## src/rtl/pin_driver_if.sv

```systemverilog
// Request/completion handshake between the FPGA core and pin_driver.
// The core side is the master; pin_driver is the slave.
interface pin_driver_if;
  logic req;
  logic din;
  logic ready;
  logic done;

  modport master (
    output req,
    output din,
    input  ready,
    input  done
  );

  modport slave (
    input  req,
    input  din,
    output ready,
    output done
  );
endinterface

```

## src/rtl/pin_driver.sv

```systemverilog
// Tri-state sequencer for one bidirectional pad, timed on the shared ena strobe.
// Optional pad readback / contention detection is built when PIN_DRIVER_READBACK_EN is defined.
//
// state     | meaning
// ----------+---------------------------------------------------------
// S_IDLE    | ready, buffer off, pin_o at IDLE_LEVEL
// S_ARM     | data bit latched, waiting for the next ena tick
// S_DRIVE   | buffer on, pin_o = latched bit for HOLD_TICKS ena ticks
// S_RELEASE | buffer off for TURN_TICKS ena ticks of bus turnaround
module pin_driver #(
  parameter int unsigned HOLD_TICKS = 2,
  parameter int unsigned TURN_TICKS = 1,
  parameter logic        IDLE_LEVEL = 1'b1
) (
  input  logic         clk_i,
  input  logic         reset_i,
  input  logic         ena_i,
  pin_driver_if.slave  bus,
  output logic         pin_o,
  output logic         pin_oe_o
`ifdef PIN_DRIVER_READBACK_EN
  ,
  input  logic         pin_i,
  output logic         contention_o
`endif
);

  typedef enum logic [1:0] {
    S_IDLE    = 2'd0,
    S_ARM     = 2'd1,
    S_DRIVE   = 2'd2,
    S_RELEASE = 2'd3
  } state_t;

  localparam logic [7:0] HOLD_LOAD = 8'(HOLD_TICKS);
  localparam logic [7:0] TURN_LOAD = 8'(TURN_TICKS);

  state_t     state_q, state_d;
  logic [7:0] cnt_q, cnt_d;
  logic       data_q, data_d;
  logic       pin_o_q, pin_o_d;
  logic       pin_oe_q, pin_oe_d;
  logic       ready_q, ready_d;
  logic       done_q, done_d;

  always_ff @(posedge clk_i) begin
    if (reset_i) begin
      state_q  <= S_IDLE;
      cnt_q    <= 8'd0;
      data_q   <= IDLE_LEVEL;
      pin_o_q  <= IDLE_LEVEL;
      pin_oe_q <= 1'b0;
      ready_q  <= 1'b1;
      done_q   <= 1'b0;
    end else begin
      state_q  <= state_d;
      cnt_q    <= cnt_d;
      data_q   <= data_d;
      pin_o_q  <= pin_o_d;
      pin_oe_q <= pin_oe_d;
      ready_q  <= ready_d;
      done_q   <= done_d;
    end
  end

  // Down-counter terminates on the ena edge that takes it from 1 to 0.
  always_comb begin
    state_d = state_q;
    cnt_d   = cnt_q;
    data_d  = data_q;
    unique case (state_q)
      S_IDLE: begin
        if (bus.req) begin
          state_d = S_ARM;
          data_d  = bus.din;
        end
      end
      S_ARM: begin
        if (ena_i) begin
          state_d = S_DRIVE;
          cnt_d   = HOLD_LOAD;
        end
      end
      S_DRIVE: begin
        if (ena_i) begin
          if (cnt_q <= 8'd1) begin
            if (TURN_TICKS > 0) begin
              state_d = S_RELEASE;
              cnt_d   = TURN_LOAD;
            end else begin
              state_d = S_IDLE;
              cnt_d   = 8'd0;
            end
          end else begin
            cnt_d = cnt_q - 8'd1;
          end
        end
      end
      S_RELEASE: begin
        if (ena_i) begin
          if (cnt_q <= 8'd1) begin
            state_d = S_IDLE;
            cnt_d   = 8'd0;
          end else begin
            cnt_d = cnt_q - 8'd1;
          end
        end
      end
      default: begin
        state_d = S_IDLE;
        cnt_d   = 8'd0;
      end
    endcase

    // Outputs are decoded from the next state so pin_o and pin_oe flip on the same edge.
    ready_d  = (state_d == S_IDLE);
    pin_oe_d = (state_d == S_DRIVE);
    pin_o_d  = pin_oe_d ? data_d : IDLE_LEVEL;
    done_d   = ((state_q == S_DRIVE) || (state_q == S_RELEASE)) && (state_d == S_IDLE);
  end

  assign bus.ready = ready_q;
  assign bus.done  = done_q;
  assign pin_o     = pin_o_q;
  assign pin_oe_o  = pin_oe_q;

`ifdef PIN_DRIVER_READBACK_EN
  logic [1:0] rb_q;
  logic [1:0] tick_q;
  logic       contention_q;
  logic       accept;
  logic       mismatch;

  assign accept   = (state_q == S_IDLE) && bus.req;
  assign mismatch = (rb_q[0] != data_q) && (rb_q[1] != data_q);

  // tick_q saturates at 2: the readback pipe is only trusted once it has
  // refilled with samples taken while the buffer was on.
  always_ff @(posedge clk_i) begin
    if (reset_i) begin
      rb_q         <= {IDLE_LEVEL, IDLE_LEVEL};
      tick_q       <= 2'd0;
      contention_q <= 1'b0;
    end else begin
      if (ena_i) begin
        rb_q <= {rb_q[0], pin_i};
      end
      if (state_q != S_DRIVE) begin
        tick_q <= 2'd0;
      end else if (ena_i && (tick_q != 2'd2)) begin
        tick_q <= tick_q + 2'd1;
      end
      if (accept) begin
        contention_q <= 1'b0;
      end else if ((state_q == S_DRIVE) && ena_i && (tick_q == 2'd2) && mismatch) begin
        contention_q <= 1'b1;
      end
    end
  end

  assign contention_o = contention_q;
`endif

endmodule

```

## src/flat_wrapper.sv

```systemverilog
// flat-port wrapper written by rule: the top's interface ports become plain ports
module pin_driver_flat 
#(
  parameter int unsigned HOLD_TICKS = 2,
  parameter int unsigned TURN_TICKS = 1,
  parameter logic        IDLE_LEVEL = 1'b1
)
  (clk_i, reset_i, ena_i, pin_o, pin_oe_o, bus_req, bus_din, bus_ready, bus_done);
  pin_driver_if bus_i ();
  input  logic clk_i;
  input  logic reset_i;
  input  logic ena_i;
  output logic pin_o;
  output logic pin_oe_o;
  input wire logic [$bits(bus_i.req)-1:0] bus_req;
  input wire logic [$bits(bus_i.din)-1:0] bus_din;
  output wire logic [$bits(bus_i.ready)-1:0] bus_ready;
  output wire logic [$bits(bus_i.done)-1:0] bus_done;
  assign bus_i.req = bus_req;
  assign bus_i.din = bus_din;
  assign bus_ready = bus_i.ready;
  assign bus_done = bus_i.done;
  pin_driver #(.HOLD_TICKS(HOLD_TICKS), .TURN_TICKS(TURN_TICKS), .IDLE_LEVEL(IDLE_LEVEL)) u_core (.clk_i(clk_i), .reset_i(reset_i), .ena_i(ena_i), .bus(bus_i), .pin_o(pin_o), .pin_oe_o(pin_oe_o));
endmodule
```

## config.mk

```make
export PLATFORM = sky130hd
export DESIGN_NAME = pin_driver_flat
export DESIGN_NICKNAME = d
export VERILOG_FILES = /design/src/rtl/pin_driver_if.sv /design/src/rtl/pin_driver.sv /design/src/flat_wrapper.sv
export SDC_FILE = /design/constraint.sdc
export NUM_CORES = 1
export LEC_CHECK = 0
export CAP_MARGIN = 20
export CORE_MARGIN = 2
export CORE_UTILIZATION = 41
export CTS_BUF_LIST = sky130_fd_sc_hd__clkbuf_8
export CTS_CLUSTER_DIAMETER = 80
export DETAILED_ROUTE_END_ITERATION = 8
export DONT_BUFFER_PORTS = 1
export GPL_ROUTABILITY_DRIVEN = 0
export SETUP_SLACK_MARGIN = 0.3
export SLEW_MARGIN = 20
export SYNTH_ARGS = -nofsm -noshare
export SYNTH_HDL_FRONTEND = slang
export SYNTH_SLANG_ARGS = --single-unit
export TNS_END_PERCENT = 30
```

## constraint.sdc

```tcl
create_clock -name clk_i -period 3.6 [get_ports clk_i]
set_input_delay 0.54 -clock clk_i [delete_from_list [all_inputs] [get_ports clk_i]]
set_output_delay 0.54 -clock clk_i [all_outputs]
set_load 0.03 [all_outputs]
```

Yosys cells after proc, flatten, opt, wreduce, memory -nomap -nowiden --
Index checks and enable logic that the tools add are counted.
Cells by class: add/sub/neg operators 1, order comparisons 1, eq/ne operators 7, multiplexer cells 15, bitwise logic cells 1, reductions and logical operators 7
Operator list (number):
- 2-to-1 mux 8 bit | 5
- one-hot mux 8 bit (3 select lines) | 1
- 2-to-1 mux 2 bit | 6
- less-or-equal comparator 8 x 1 -> 1 bit (second input constant) | 1
- one-hot mux 2 bit (4 select lines) | 1
- subtractor 8 x 1 -> 8 bit (second input constant) | 1
- == test 2 bit (second input constant) | 3
- inequality test 2 bit (second input constant) | 3
- zero test 2 bit | 2
- AND reduction 4 bit | 1
- nonzero test 3 bit | 1
- == test 2 x 1 -> 1 bit (second input constant) | 1
- 2-to-1 mux 1 bit | 2
- OR reduction 2 bit | 1
- logical AND 1 bit | 1
- logical OR 1 bit | 1
- inverter 1 bit | 1
Storage, ports and cells: bits in registers 15, input port bits 5, output and inout port bits 4, logic and storage cells 39

Depth between registers and ports, before layout --
depth after elaboration 7, depth in mapped cells 6, gate-level depth less buffers 6

Least setup slack after synthesis --
Ideal clock, no wire load.
path kind register -> register, start point register u_core.cnt_q[2], end point register u_core.pin_oe_q (netlist: u_core.pin_oe_o), setup time 115 ps, arrival time 1561 ps, data required time 3485 ps, setup slack 1924 ps, cell stages (with the launch flop) 5, buffers on the path 0, period minus slack after synthesis 1676 ps, cell sequence dfxtp_1 or4_4 nor4_4 a211oi_1 o21ba_2
On the way: word-level cells in the longest chain between the ends 5, elaborated cells on any way between the ends 7, classes of those cells order compare (1); eq/ne (1); mux (5)
RTL lines:
- start, declared | line pin_driver.sv:39 | logic [7:0] cnt_q, cnt_d;
- start signal, assigned | line pin_driver.sv:57 | cnt_q <= cnt_d;
- less-or-equal comparator 8 x 1 -> 1 bit (*) | line pin_driver.sv:86, pin_driver.sv:101
- 2-to-1 mux 2 bit (on tied branches) | line pin_driver.sv:101, pin_driver.sv:86
- 2-to-1 mux 2 bit (on tied branches) | line pin_driver.sv:100, pin_driver.sv:85
- one-hot mux 2 bit (4 select lines) (*) | line pin_driver.sv:71 | unique case (state_q)
- == test 2 bit (*) | line pin_driver.sv:117 | pin_oe_d = (state_d == S_DRIVE);
- end signal, assigned | line pin_driver.sv:60 | pin_oe_q <= pin_oe_d;
- end, declared | line pin_driver.sv:42 | logic pin_oe_q, pin_oe_d;
Every way passes the cells marked *; elsewhere a longest branch is shown, timed or not. A chain may end at the register's enable or synchronous reset.

Final worst setup path --
start point register u_core.cnt_q[0], end point register u_core.cnt_q[0]
On the way: word-level cells in the longest chain between the ends 4, elaborated cells on any way between the ends 7, classes of those cells add/sub (1); order compare (1); mux (5)
RTL lines (line):
- subtractor 8 x 1 -> 8 bit / less-or-equal comparator 8 x 1 -> 1 bit (equally long branches)
- 2-to-1 mux 8 bit (on tied branches) | pin_driver.sv:101, pin_driver.sv:86
- 2-to-1 mux 8 bit (on tied branches) | pin_driver.sv:100, pin_driver.sv:85
- one-hot mux 8 bit (3 select lines) (*) | pin_driver.sv:71
Every way passes the cells marked *; elsewhere a longest branch is shown, timed or not. The select of a mux whose other input is x is not followed.

==> impl_metrics.toml <==
[status]
status = "completed"

[cts]
numCtsBuffers = 3
cts_root_buf = "clkbuf_8"
postCtsSetupBuffers = 0
postCtsHoldBufs = 0
cts.sinks = 15
cts_tree = "done"
cts.path.max_buffers = 2
htreeDepth = 1
cts_resized = 0
path_clk_slew_ns = 0.06
clk_latency_ns = 0.25

[synthesis]
synth.area.top_cells = "dfxtp_1, nor2_1, xnor2_1, ha_1, nor4_4"
synthAdderAreaFrac_pct = 3.59
synthXorXnorAreaFrac_pct = 7.54
synth_compound_area_share_pct = 17.8
ys_seq_elements = 15
synth_cells = 72
syn_area_um2 = 697
synthMuxAreaShare_pct = 0
yosys_warnings = 0
ys_types = 36
synth_top_family_by_area = "simple AND/OR/NAND/NOR gates"
syn-num-nets = 79
yosys.area.top_type = "dfxtp_1"
synth.top_cell.area_share_pct = 43.1
synth_seq_area_share_pct = 43.1
synthSimpleGateAreaFrac_pct = 25.1
synth.avg_cell_area_um2 = 9.68

[power]
ir_drop_mv = 0.314
p_leak_nw = 0.276
clockPowerShare_pct = 30.8
intPower_w = 0.000308
p_per_area_nw_per_um2 = 580
swShare_pct = 29.7
combPwrFrac_pct = 21.3
switching_power_w = 0.000130
p_seq_share_pct = 47.9

[routing]
vias_per_cell = 5.71
vias = 514
antenna_left = 0
dr.first_iter.drc_count = 11
totalWireLength_um = 1210
first_pass_iters = 4
post_drt_wl_per_cell_um = 13.5
drc = 0

[global_route]
first_global_vias = 518
track_usage_pct = 15.8
antenna_found_initial = 0
grt_overflow = 0
grt_max_degree = 13
grt_pass1_wl_um = 2210

[critical_path]
critPathMaxFanout = 8
arrival_ns = 1.98
worstPathRequired_ns = 3.77
worstSetupEndpointType = "register"
path_class = "reg2reg"
setup.worst_path.start_class = "register"

[timing]
fmax_mhz = 551
finalCriticalPeriod_ns = 1.81
hold_viol = 0
worst_slack_ns = 1.79
drv_slew = 0
tightest_slew_ns = 0.482
setup_viol = 0
skew_ns = 0.00470
slew_headroom_pct = 67.4
post-route-period-util_pct = 50.4
fin_setup_tns_ns = 0
rsz0062_at_grt = "false"

[floorplan]
rows = 14
die_h_um = 45.2
dieArea_um2 = 2050
placeableCoreArea_um2 = 1540
die_w_um = 45.2
io_pins = 9
start_util_pct = 45.2

[final_layout]
n_fill_cell = 151
n_antenna_cell = 0
layout-drive-gt1-share_pct = 14.9
final-seq-area_um2 = 300
final_cell_mix = "dfxtp_1, nor2_1, xnor2_1"
finalNetCount = 82
final_common_cell = "dfxtp_1"
multi_input_area_um2 = 377
area_delta_synth_final_pct = 8.26

[placement]
port_buffers = 0
dpl.hpwl_um = 829
dp_slack_ns = 1.83

[min_path]
hold_path_class = "in2reg"

[flow_run]
maxCapViolations = 0
flip-flops by register name, indices dropped and copies added (netlist names):
name,count
u_core.pin_oe_o,1
u_core.state_q,2
u_core.bus.ready,1
u_core.cnt_q,8
u_core.data_q,1
u_core.bus.done,1
u_core.pin_o,1
metal layers:
metal  global-route usage, %  wire length, um  vias to the layer above
li1                        -                -                      265
met1                    17.7              594                      235
met2                    25.4              540                       11
met3                    7.20               58                        3
met4                    7.06               19                        0
met5                       0                0                        -
cell type report:
cell class / count / share of cell area, %
clock buffers: 3 / 5.47
flip-flops and latches: 15 / 39.8
clock inverters: 1 / 0.663
well taps: 16 / 2.65
inverters: 3 / 1.49
multi-input cells: 52 / 49.9
Yosys cell counts (all sizes together):
cell type  number
dfxtp          15
nor2           12
xnor2           5
inv             3
nor4            3
a211o           2
a211oi          2
buf             2
ha              2
nor3            2
nor3b           2
a21oi           1
a221oi          1
a2bb2oi         1
a311oi          1
a31oi           1
and2            1
and3            1
nand2           1
nand3           1
nand3b          1
nor2b           1
nor4b           1
o211ai          1
o21a            1
o21ai           1
o21ba           1
o21bai          1
o41ai           1
or3             1
or3b            1
or4             1
xor2            1
metrics by stage:
step                total power (W)  cells  util [%]  hold slack, ns  area (um^2)
finish                     0.000438     90      48.9           0.353          754
global route               0.000468     90      48.9           0.338          754
CTS                        0.000445     90      48.9           0.345          754
detailed placement         0.000306     86      45.9           0.511          708
global placement           0.000305     86      45.9           0.506          708
floorplan                  0.000293     72         -           0.485          697
final timing paths:
kind / start / endpoint / slack (ns) / cells past startpoint
min reg2reg: u_core.cnt_q[5] / u_core.cnt_q[5] / 0.52 / 2
min: reset_i / u_core.cnt_q[1] / 0.35 / 1
max reg2reg: u_core.cnt_q[0] / u_core.cnt_q[0] / 1.79 / 6
max: u_core.cnt_q[0] / u_core.cnt_q[0] / 1.79 / 6
critical path, cell delays in order (launching register included):
cell,delay [ns]
dfxtp_1,0.46
inv_1,0.10
ha_1,0.22
nor2_1,0.22
nor4_4,0.09
or3b_2,0.45
a31oi_1,0.19
kinds of logic after synthesis:
family | Yosys count
compound gates | 15
xor+xnor | 6
fa+ha+maj | 2
buf+inv | 5
flops | 15
simple gates | 29
power by group through the flow:
| stage | Clock [W] | Sequential (W) | Combinational (W) |
|---|---|---|---|
| 6_report | 0.000135 | 0.000209 | 0.0000934 |
| 5_1_grt | 0.000149 | 0.000214 | 0.000105 |
| 4_1_cts | 0.000141 | 0.000209 | 0.0000944 |
| 3_5_place_dp | 0 | 0.000213 | 0.0000933 |
| 3_3_place_gp | 0 | 0.000212 | 0.0000922 |
| 2_1_floorplan | 0 | 0.000206 | 0.0000872 |
Power figures use the tool's default switching activity.
